**config.mk**
```make
export PLATFORM = sky130hd
export DESIGN_NAME = stream_accumulator
export DESIGN_NICKNAME = d
export VERILOG_FILES = /design/src/rtl/nn_pkg.sv /design/src/rtl/sat_round.sv /design/src/rtl/stream_accumulator.sv
export SDC_FILE = /design/constraint.sdc
export NUM_CORES = 1
export LEC_CHECK = 0
export CORE_UTILIZATION = 55
export DETAILED_ROUTE_END_ITERATION = 10
export GPL_TIMING_DRIVEN = 0
export PLACE_DENSITY_LB_ADDON = 0.12
export SLEW_MARGIN = 20
export SYNTH_ARGS = -nofsm -noshare
export SYNTH_HDL_FRONTEND = slang
export SYNTH_HIERARCHICAL = 1
export SYNTH_SLANG_ARGS = --single-unit
```
**constraint.sdc**
```tcl
create_clock -name clk -period 8.8 [get_ports clk]
set_clock_uncertainty 0.05 [all_clocks]
set_input_delay 0.88 -clock clk [delete_from_list [all_inputs] [get_ports clk]]
set_output_delay 0.88 -clock clk [all_outputs]
set_load 0.01 [all_outputs]
```
**src/rtl/nn_pkg.sv**
```systemverilog
// Shared types and helpers for the neuron datapath blocks (accumulator, activation).
// Latency: n/a (declarations and a pure combinational function).
// Backpressure: n/a.
package nn_pkg;

    // Default sizing used across the NN blocks.
    localparam int NN_WIDTH   = 32;
    localparam int NN_MAX_LEN = 64;

    // Widest sum sat_to_width can inspect; every ACC_W in the datapath must fit.
    localparam int SAT_MAX_W  = 128;

    typedef enum logic [1:0] {
        IDLE = 2'd0,
        ACC  = 2'd1,
        FULL = 2'd2
    } acc_state_t;

    // Returns 1 when the sign-extended sum does not fit in a signed field of 'width' bits.
    function automatic logic sat_to_width(input logic signed [SAT_MAX_W-1:0] sum,
                                          input int unsigned                 width);
        logic signed [SAT_MAX_W-1:0] hi;
        logic signed [SAT_MAX_W-1:0] lo;
        hi = SAT_MAX_W'(1) <<< (width - 1);
        hi = hi - SAT_MAX_W'(1);
        lo = ~hi;
        return (sum > hi) || (sum < lo);
    endfunction

endpackage

```
**src/rtl/sat_round.sv**
```systemverilog
// Narrows a wide signed sum to WIDTH bits: clamp (SATURATE=1) or wrap (SATURATE=0), flags overflow.
// Latency: purely combinational.
// Backpressure: none; no handshake.
module sat_round
    import nn_pkg::*;
#(
    parameter int WIDTH    = NN_WIDTH,
    parameter int ACC_W    = NN_WIDTH + 7,
    parameter int SATURATE = 1
) (
    input  logic signed [ACC_W-1:0] sum,
    output logic        [WIDTH-1:0] result,
    output logic                    ovf
);

    localparam logic [WIDTH-1:0] MAX_VAL = {1'b0, {(WIDTH-1){1'b1}}};
    localparam logic [WIDTH-1:0] MIN_VAL = {1'b1, {(WIDTH-1){1'b0}}};

    logic signed [SAT_MAX_W-1:0] sum_ext;

    assign sum_ext = SAT_MAX_W'(sum);

    // Overflow is reported in both modes; only the clamp depends on SATURATE.
    always_comb begin
        ovf    = sat_to_width(sum_ext, WIDTH);
        result = sum[WIDTH-1:0];
        if ((SATURATE != 0) && ovf) begin
            result = sum[ACC_W-1] ? MIN_VAL : MAX_VAL;
        end
    end

endmodule

```
**src/rtl/stream_accumulator.sv**
```systemverilog
// Sums a bias-seeded frame of signed beats into one saturated/wrapped result per frame.
// Latency: result on out_* one cycle after the closing beat is accepted.
// Backpressure: in_ready drops only while a result is held and out_ready is low.
module stream_accumulator
    import nn_pkg::*;
#(
    parameter int WIDTH    = NN_WIDTH,
    parameter int MAX_LEN  = NN_MAX_LEN,
    parameter int SATURATE = 1,
    localparam int CNT_W   = $clog2(MAX_LEN + 1),
    localparam int ACC_W   = WIDTH + $clog2(MAX_LEN + 1)
) (
    input  logic             clk,
    input  logic             rst,
    input  logic             in_valid,
    output logic             in_ready,
    input  logic [WIDTH-1:0] in_data,
    input  logic [WIDTH-1:0] in_bias,
    input  logic             in_last,
    output logic             out_valid,
    input  logic             out_ready,
    output logic [WIDTH-1:0] out_data,
    output logic [CNT_W-1:0] out_len,
    output logic             out_ovf,
    output logic             out_trunc
);

    acc_state_t              state;
    acc_state_t              state_next;
    logic signed [ACC_W-1:0] acc;
    logic        [CNT_W-1:0] cnt;

    logic                    accept;
    logic                    first_beat;
    logic                    close;
    logic signed [ACC_W-1:0] data_ext;
    logic signed [ACC_W-1:0] bias_ext;
    logic signed [ACC_W-1:0] acc_next;
    logic        [CNT_W-1:0] cnt_next;
    logic        [WIDTH-1:0] sat_data;
    logic                    sat_ovf;

    // A held result being taken this cycle frees the slot for a new first beat.
    assign in_ready   = ~rst & ((state != FULL) | out_ready);
    assign accept     = in_valid & in_ready;
    assign out_valid  = (state == FULL);

    // Any accepted beat outside ACC opens a new frame (from FULL only when out_ready).
    assign first_beat = (state != ACC);
    assign data_ext   = {{(ACC_W-WIDTH){in_data[WIDTH-1]}}, in_data};
    assign bias_ext   = {{(ACC_W-WIDTH){in_bias[WIDTH-1]}}, in_bias};
    assign acc_next   = first_beat ? (bias_ext + data_ext) : (acc + data_ext);
    assign cnt_next   = first_beat ? CNT_W'(1) : (cnt + CNT_W'(1));
    assign close      = in_last | (cnt_next == CNT_W'(MAX_LEN));

    sat_round #(
        .WIDTH    (WIDTH),
        .ACC_W    (ACC_W),
        .SATURATE (SATURATE)
    ) u_sat_round (
        .sum    (acc_next),
        .result (sat_data),
        .ovf    (sat_ovf)
    );

    // Frame state register.
    always_ff @(posedge clk or posedge rst) begin
        if (rst) begin
            state <= IDLE;
        end else begin
            state <= state_next;
        end
    end

    // Next state: a closing beat always lands in FULL, even straight out of FULL.
    always_comb begin
        state_next = state;
        case (state)
            IDLE, ACC: begin
                if (accept) begin
                    state_next = close ? FULL : ACC;
                end
            end
            FULL: begin
                if (out_ready) begin
                    if (accept) begin
                        state_next = close ? FULL : ACC;
                    end else begin
                        state_next = IDLE;
                    end
                end
            end
            default: state_next = IDLE;
        endcase
    end

    // Running sum/count, and the result captured on the beat that closes a frame.
    always_ff @(posedge clk or posedge rst) begin
        if (rst) begin
            acc       <= '0;
            cnt       <= '0;
            out_data  <= '0;
            out_len   <= '0;
            out_ovf   <= 1'b0;
            out_trunc <= 1'b0;
        end else if (accept) begin
            acc <= acc_next;
            cnt <= cnt_next;
            if (close) begin
                out_data  <= sat_data;
                out_len   <= cnt_next;
                out_ovf   <= sat_ovf;
                out_trunc <= ~in_last;
            end
        end
    end

endmodule

```
After elaboration in Yosys (flattened, before gate mapping)
Index checks and enable logic that the tools add are counted.
{ "word_totals": {"register_bits": 89, "input_bits": 69, "elab_cells": 39} }
{ "classes": {"addsub": 3, "order_cmp": 2, "n_eq_ne": 7, "n_mux": 9, "bitwise": 6, "reduce_logical": 5} }
{ "ops": {"columns": ["cell", "count"], "rows": [
  ["$mux 32", 2],
  ["$add 39x32->39", 1],
  ["$gt 39x32->1 const B", 1],
  ["$lt 39x32->1 const B", 1],
  ["$mux 39", 1],
  ["$add 32x32->33", 1],
  ["$mux 2", 4],
  ["$add 7x1->7 const B", 1],
  ["$eq 7x7->1 const B", 1],
  ["$mux 7", 1],
  ["$ne 2x1->1 const B", 2],
  ["$ne 2x2->1 const B", 2],
  ["$pmux 2 s2", 1],
  ["$reduce_and 2->1", 2],
  ["$and 1x1->1", 2],
  ["$eq 2x1->1 const B", 1],
  ["$eq 2x2->1 const B", 1],
  ["$logic_not 2->1", 1],
  ["$not 1->1", 2],
  ["$or 1x1->1", 2],
  ["$reduce_or 2->1", 1],
  ["$logic_or 1x1->1", 1]
]} }

Logic depth before layout (Yosys ltp)
Gate-level depths: netlist of the first run.
{ "logic_depth": {"ltp_word": 8, "depth_mapped": 19} }

Modules after synthesis
Netlist of the first run, hierarchy kept.
{ "modules_own_cells": {"columns": ["mod", "instances", "cells_each", "area_each_um2"], "rows": [
  ["stream_accumulator", 1, 852, 7429.6],
  ["sat_round", 1, 46, 379.1]
]} }

Worst setup path before layout of the first run
No wires, ideal clock.
{ "synth_path": {"kind": "input to register", "start": "in in_data[0]", "end": "reg out_data[1]", "setup_ns": 0.125, "t_arrival_ns": 4.429, "required_time_ns": 8.625, "path_slack_ns": 4.196, "stages": 18, "n_path_buf": 1, "path_cell_list": "ha_1 -> inv_1 -> fa_1 -> nand2b_1 -> a21oi_1 -> o21ai_0 -> o21ai_0 -> a21oi_2 -> o21ai_1 -> o21ai_1 -> a311o_1 -> xnor2_1 -> o21ai_0 -> nor4_2 -> a21oi_1 -> buf_6 -> a21o_1 -> mux2_2"} }
{ "synth_between": {"elab_chain_cells": 5, "word_cells_on_any_way": 8} }
{ "synth_lines": {"columns": ["element", "line_no", "text"], "rows": [
  ["start, declared", "stream_accumulator.sv:17", "input logic [WIDTH-1:0] in_data,"],
  ["$add 39x32->39 or $add 32x32->33 (tied branches)", "stream_accumulator.sv:52", "assign acc_next = first_beat ? (bias_ext + data_ext) : (acc + data_ext);"],
  ["$mux 39 *", "stream_accumulator.sv:52", null],
  ["net acc_next[38]", "stream_accumulator.sv:38", "logic signed [ACC_W-1:0] acc_next;"],
  ["$gt 39x32->1 or $lt 39x32->1 (tied branches)", "nn_pkg.sv:27", "return (sum > hi) || (sum < lo);"],
  ["$logic_or 1x1->1", "nn_pkg.sv:27", null],
  ["$mux 32 *", "sat_round.sv:27", "if ((SATURATE != 0) && ovf) begin"],
  ["net sat_data[1]", "stream_accumulator.sv:40", "logic [WIDTH-1:0] sat_data;"],
  ["end signal, assigned", "stream_accumulator.sv:110", "out_data <= sat_data;"],
  ["end, declared", "stream_accumulator.sv:22", "output logic [WIDTH-1:0] out_data,"]
]} }
Mark *: on every way through the listed nets, which the timed path passes. The rest lies on a longest branch.
A chain may end at the register's enable or synchronous reset.

Worst setup path in the final report of the first run
{ "layout_path": {"start": "in in_data[0]", "end": "reg out_data[29]"} }
The elaborated chain is that of the path after synthesis.

==> results of run 1 <==
-- critical path, delay by kind of cell --
family	cells	cell delay (ns)
AOI/OAI and AO/OA	10	2.93
buffers and inverters	3	0.83
adders and majority gates	2	0.58
and+or+nand+nor	2	0.31
muxes	1	0.14
xor gates and xnor gates	1	0.13
-- final cells by class --
| class | count | area (sq um) | share of cell area |
|---|---|---|---|
| buffer | 41 | 214 | 0.0226 |
| inverter | 24 | 95.1 | 0.0100 |
| timing repair buffer | 112 | 1140 | 0.120 |
| clock buffer | 9 | 225 | 0.0238 |
| tap | 180 | 225 | 0.0238 |
| clock inverter | 7 | 61.3 | 0.00648 |
| multi-input combinational | 744 | 5280 | 0.558 |
| sequential | 89 | 2230 | 0.235 |
-- cell usage in the layout, fill, tap and decap left out, drive strengths merged, types with 6 or more instances in the layout --
| cell type | instances |
|---|---|
| a211oi | 13 |
| a21o | 64 |
| a21oi | 79 |
| a31oi | 12 |
| and3 | 10 |
| buf | 18 |
| clkbuf | 32 |
| clkdlybuf4s50 | 111 |
| dfrtp | 89 |
| ha | 71 |
| inv | 28 |
| mux2 | 60 |
| nand2 | 103 |
| nand2b | 11 |
| nand3 | 20 |
| nand4 | 12 |
| nor2 | 64 |
| nor2b | 8 |
| o211ai | 8 |
| o21ai | 61 |
| o21bai | 11 |
| o31ai | 6 |
| or3 | 7 |
| xnor2 | 30 |
| xor2 | 28 |
-- per-stage QoR --
step                      setup slack [ns]  cells   util  hold slack [ns]
after CTS                             3.28   1206  0.682            0.438
after floorplan                       4.20    898      -            0.400
final                                 3.24   1206  0.682            0.438
after global routing                  2.77   1206  0.682            0.453
after detailed placement              2.92   1190  0.661            0.421
after global placement                2.94   1189  0.659            0.414
-- logic make-up after synthesis --
group	Yosys count	share of synthesized area
fa+ha+maj	73	0.119
buf+inv	65	0.0389
flops	89	0.285
xor+xnor	58	0.0651
mux	65	0.0929
compound gates	294	0.247
simple gates	254	0.152
-- metal layers --
metal | GRT usage | vias up | part of all wire
met4 | 0.108 | 0 | 0.028
met5 | 0 | - | 0
met2 | 0.496 | 248 | 0.45
met1 | 0.396 | 3384 | 0.46
li1 | - | 3538 | -
met3 | 0.0517 | 43 | 0.062
-- final timing paths --
check | start | to | slack, ns | depth (start not counted)
setup reg to reg | acc[0]$_DFFE_PP0P_ | out_data[29]$_DFFE_PP0P_ | 3.94 | 18
max in group asynchronous | rst | out_data[6]$_DFFE_PP0P_ | 7.31 | 3
setup / recovery | in_data[0] | out_data[29]$_DFFE_PP0P_ | 3.24 | 19
min in group asynchronous | rst | out_data[4]$_DFFE_PP0P_ | 0.78 | 2
hold / removal | acc[8]$_DFFE_PP0P_ | acc[8]$_DFFE_PP0P_ | 0.44 | 2
hold reg to reg | acc[8]$_DFFE_PP0P_ | acc[8]$_DFFE_PP0P_ | 0.44 | 2
-- report_power, final --
group / switching [mW] / leakage [nW] / internal, mW
clock network: 0.188 / 0.146 / 0.198
registers: 0.0997 / 1.06 / 0.574
logic: 0.878 / 3.07 / 0.761
-- state kept, by name, summed over array words and instances, names as in the netlist --
| signal | flops |
|---|---|
| acc | 39 |
| cnt | 7 |
| out_data | 32 |
| out_len | 7 |
| out_ovf | 1 |
| out_trunc | 1 |
| state | 2 |
==> summary.md, run 1 <==
| Metric | Value |
|---|---|
| Chip width | 121 um |
| Crit path top cell by count | o21ai_0 |
| Crit share post-route | 0.632 |
| Die ar. | 0.0147 sq mm |
| Routed wire length | 21500 um |
| Tmin final | 5.56 ns |
| Final global-route overflow total | 0 |
| Starting density of the core | 0.563 |
| Avg Vias per Cell | 5.98 |
| Leak Pwr | 4.27 nW |
| Hold WC Path Type | reg2reg |
| Number of CTS-inserted buffers | 9 |
| Worst-Skew Late Latency | 0.36 ns |
| TritonRoute pass-1 iters | 5 |
| Global Route Usage Sum | 0.301 |
| Setup TNS | 0 ns |
| Cell with the most instances after synthesis | nand2_1 |
| Worst setup EP type | flip-flop |
| # DRC | 0 |
| Vias in the first global route | 6999 |
| Core area | 0.0139 sq mm |
| Clock Tree Buf Depth | 2 |
| Maxcap violations | 0 |
| Worst-path clk slew | 0.07 ns |
| Synth Cell Area | 0.00781 sq mm |
| Yosys top cell area share | 0.285 |
| Seq/Total Area, Yosys | 0.285 |
| Crit-path slowest cell | clkdlybuf4s50_1 |
| Initial antenna violation count | 0 |
| CTS sink cnt | 89 |
| CP Data Required Time | 9.05 ns |
| Worst slew pin tran | 0.756 ns |
| Power, Total | 2.70 mW |
| VDD IR max | 0.198 mV |
| Area contributors post-synth | dfrtp_1 (29%), ha_1 (11%), mux2_2 (8.5%), a21o_1 (6.1%), a21oi_1 (5.0%) |
| N_diodes | 0 |
| Largest net degree at the start of global routing | 77 |
| Max FO, Critical Path | 10 |
| Post-cts sizing count | 0 |
| Wire per inst | 17.8 um |
| Kind of critical path | in2reg |
| Slew headroom | 0.496 |
| CTS Hold Bufs | 0 |
| DR iter-0 viols | 505 |
| Layout cells sized above 1 | 0.104 |
| Slew Limit Fails | 0 |
| Post-DP HPWL | 16000 um |
| Synth Warn # | 6 |
| Root buf cell | clkbuf_16 |
| Yosys reg bits | 89 |
| PortBufs | 111 |
| Max H-tree Level | 3 |
| # nets final | 1163 |
| Startpoint types | input pin |
| Die Y | 121 um |
| Post-CTS setup buffers | 0 |
| Post-synthesis cell count | 898 |
| Asr flop ratio synth | 1.00 |
| Max incr delay on CP | 0.52 ns |
| Leading area contributor after synthesis | dfrtp_1 |
| TritonCTS clock tree | built |
| ANT nets after route | 0 |
| Post-synth EDFFs | 0 |
| RSZ-0062 raised after global routing | false |
| Finish-stage setup viols | 0 |
| Pwr Density | 285 mW/mm^2 |
| I/O pin cnt | 112 |
| Outcome | finished, final reports clean |
| Distinct cell type count after synthesis | 70 |
| Vias after detailed routing | 7213 |
| Design Area, Final | 0.00946 sq mm |
| Primary FF master, synth | dfrtp_1 |
| Cell Chain, Critical Path | clkdlybuf4s50_1 -> ha_1 -> inv_1 -> fa_1 -> nand2b_1 -> a21oi_1 -> o21ai_0 -> o21ai_0 -> a21oi_2 -> o21ai_1 -> o21ai_1 -> a311o_1 -> xnor2_1 -> o21ai_0 -> nor4_2 -> a21oi_1 -> buf_6 -> a21o_1 -> mux2_2 |
| Routability cong. | 0.930 |
| Critical path arrival | 5.81 ns |
| Fill count | 1227 |
| Highest clock rate | 180 MHz |
| Final hold violation count | 0 |
| Net Count, Synth | 1040 |
| First-pass GRT wire length | 34400 um |
| Synth top cells by count | nand2_1 (103), dfrtp_1 (89), a21oi_1 (78) |
| Post-Syn Area per Cell | 8.70 sq um |
| Area grow syn2layout | 21.2% |
| FP Rows | 43 |
| Placed Instance Area | 0.00918 sq mm |
Note: power is estimated with default switching activity, not from simulation.
==> inputs of run 2 (changes only) <==
Settings changed: CORE_UTILIZATION 55 to 51.
Clock period 8.8 ns to 4.6 ns, I/O delays scaled along.
==> run 2 against run 1 <==
Critical path depth did not move. Clock-buffer cell count rose by 2. Die area rose by 7.7%. Critical path type unchanged. Hold slack got worse by 0.073 ns. Critical endpoint is now out_ovf$_DFFE_PP0P_. Final area rose by 3.1%. Largest power group unchanged. Non-clock buffer count rose by 9. Final cell count rose by 1.1%. Register-to-register slack got worse by 3.6 ns. Via count rose by 0.69%.
==> summary.md, run 2 (synthesis gave the netlist of run 1 again) <==
| Metric | Value |
|---|---|
| R2R Path Start | acc[11]$_DFFE_PP0P_ |
| Max reg flops | 39 |
| Crit path from | in_data[0] |
| CTS sink cnt | 89 |
| CTS Hold Bufs | 0 |
| Core area | 0.0148 sq mm |
| Pwr Density | 552 mW/mm^2 |
| Maxcap violations | 0 |
| CP endpoint | out_ovf$_DFFE_PP0P_ |
| Worst R2R Setup Slack | 0.37 ns |
| Crit share post-route | 0.987 |
| Worst-Skew Late Latency | 0.36 ns |
| Commonest non-fill, non-tap cells in the layout | clkdlybuf4s50_1 (110), nand2_1 (102), dfrtp_1 (89), a21oi_1 (73), ha_1 (69) |
| Outcome | finished, final reports clean |
| Vias in the first global route | 6909 |
| Avg Vias per Cell | 5.96 |
| Leak Pwr | 4.38 nW |
| Finish-stage setup viols | 0 |
| Highest clock rate | 220 MHz |
| Setup TNS | 0 ns |
| TritonRoute pass-1 iters | 7 |
| Post-DP HPWL | 16000 um |
| Final hold violation count | 0 |
| Worst-path clk slew | 0.07 ns |
| # nets final | 1172 |
| Placed Instance Area | 0.00918 sq mm |
| Max FO, Critical Path | 10 |
| Wire per inst | 17.8 um |
| First-pass GRT wire length | 34600 um |
| Global Route Usage Sum | 0.277 |
| TritonCTS clock tree | built |
| Starting density of the core | 0.529 |
| Worst slack, placed | -0.916 ns |
| Worst hold slack | 0.365 ns |
| Die Y | 126 um |
| Worst slew pin tran | 0.806 ns |
| Slew Limit Fails | 0 |
| Critical path arrival | 4.74 ns |
| Power, Total | 5.39 mW |
| Clock Tree Buf Depth | 2 |
| # DRC | 0 |
| Chip width | 126 um |
| Vias after detailed routing | 7263 |
| DR iter-0 viols | 447 |
| Worst reg-to-reg path cell count | 17 |
| Worst reg2reg path endpoint | out_data[13]$_DFFE_PP0P_ |
| Setup slack after layout | 0.0591 ns |
| Most common cell after layout, fill and taps aside | clkdlybuf4s50_1 |
| Biggest regs | acc: 39 flops, out_data: 32 flops |
| VDD IR max | 0.330 mV |
| ANT nets after route | 0 |
| Max H-tree Level | 3 |
| Largest net degree at the start of global routing | 74 |
| Hold WC Path Type | in2async |
| Most flop-heavy register | acc |
| PortBufs | 111 |
| Layout cells sized above 1 | 0.130 |
| Startpoint types | input pin |
| Kind of critical path | in2reg |
| Root buf cell | clkbuf_16 |
| FP Rows | 44 |
| Area grow syn2layout | 25.0% |
| Final global-route overflow total | 0 |
| Die ar. | 0.0158 sq mm |
| Initial antenna violation count | 0 |
| I/O pin cnt | 112 |
| Number of CTS-inserted buffers | 9 |
| Fill count | 1278 |
| Design Area, Final | 0.00976 sq mm |
| N_diodes | 0 |
| Routability cong. | 0.907 |
| Tmin final | 4.54 ns |
| Worst setup EP type | flip-flop |
| Slew headroom | 0.463 |
| Routed wire length | 21700 um |
| CP Data Required Time | 4.79 ns |
run 2: worst max-delay path: stages:
cell and delay [ns]:
clkdlybuf4s50_1 0.51, ha_1 0.20, fa_1 0.21, a21o_1 0.15, nand3_1 0.13, a31o_2 0.31, a21oi_2 0.28, a22oi_1 0.21
a21oi_2 0.33, nand3_1 0.14, o211ai_2 0.29, o31ai_2 0.24, nor4_4 0.40, nand2_1 0.17, o21ai_4 0.10, buf_12 0.15
buf_8 0.13, inv_1 0.05, mux2_2 0.27
run 2: layer usage:
layer  vias up  share of wire  track usage
li1       3555              -            -
met1      3439           0.47        0.375
met2       237           0.46        0.451
met3        32          0.052       0.0459
met4         0          0.021       0.0900
met5         -              0            0
run 2: what timing repair did:
| action | in CTS | in global routing |
|---|---|---|
| pin swaps | 2 | 13 |
| gates resized for setup | 9 | 28 |
| setup buffers | 0 | 8 |
| gates cloned | 0 | 1 |
| endpoints found under the setup margin | 33 | 33 |
run 2: where the power goes:
part           internal, mW  total (mW)  switching [mW]  leakage (nW)
Clock                 0.446       0.790           0.344         0.153
Combinational          1.55        3.31            1.76          3.17
Sequential             1.10        1.29           0.196          1.06
run 2: area by class of cell:
| cell class | count | area [sq um] | share of cell area |
|---|---|---|---|
| inverter | 24 | 95.1 | 0.00974 |
| clock buffer | 11 | 243 | 0.0249 |
| timing repair buffer | 121 | 1240 | 0.127 |
| buffer | 41 | 221 | 0.0227 |
| sequential | 89 | 2230 | 0.228 |
| clock inverter | 5 | 72.6 | 0.00744 |
| multi-input combinational | 744 | 5430 | 0.557 |
| tap | 184 | 230 | 0.0236 |
run 2: metrics by stage:
stage,util,cells
finish,0.661,1219
global route,0.661,1219
CTS,0.646,1210
detailed placement,0.622,1194
global placement,0.620,1193
floorplan,-,898
run 2: worst min-delay path by stage:
stage                  startpoint                       end  slack (ns)  cells after the start
4_1_cts                       rst  out_data[31]$_DFFE_PP0P_        0.37                      2
6_report                      rst  out_data[31]$_DFFE_PP0P_        0.36                      2
3_5_place_dp   acc[4]$_DFFE_PP0P_        acc[4]$_DFFE_PP0P_        0.42                      2
2_1_floorplan  acc[9]$_DFFE_PP0P_        acc[9]$_DFFE_PP0P_        0.40                      2
5_1_grt                       rst       out_ovf$_DFFE_PP0P_        0.38                      2
3_3_place_gp   acc[4]$_DFFE_PP0P_        acc[4]$_DFFE_PP0P_        0.41                      2
==> inputs of run 3 (changes only) <==
Settings changed: ABC_CLOCK_PERIOD_IN_PS set to 4600.
==> results of run 3 <==
Final layout, timing and power as in run 2 (identical DEF).
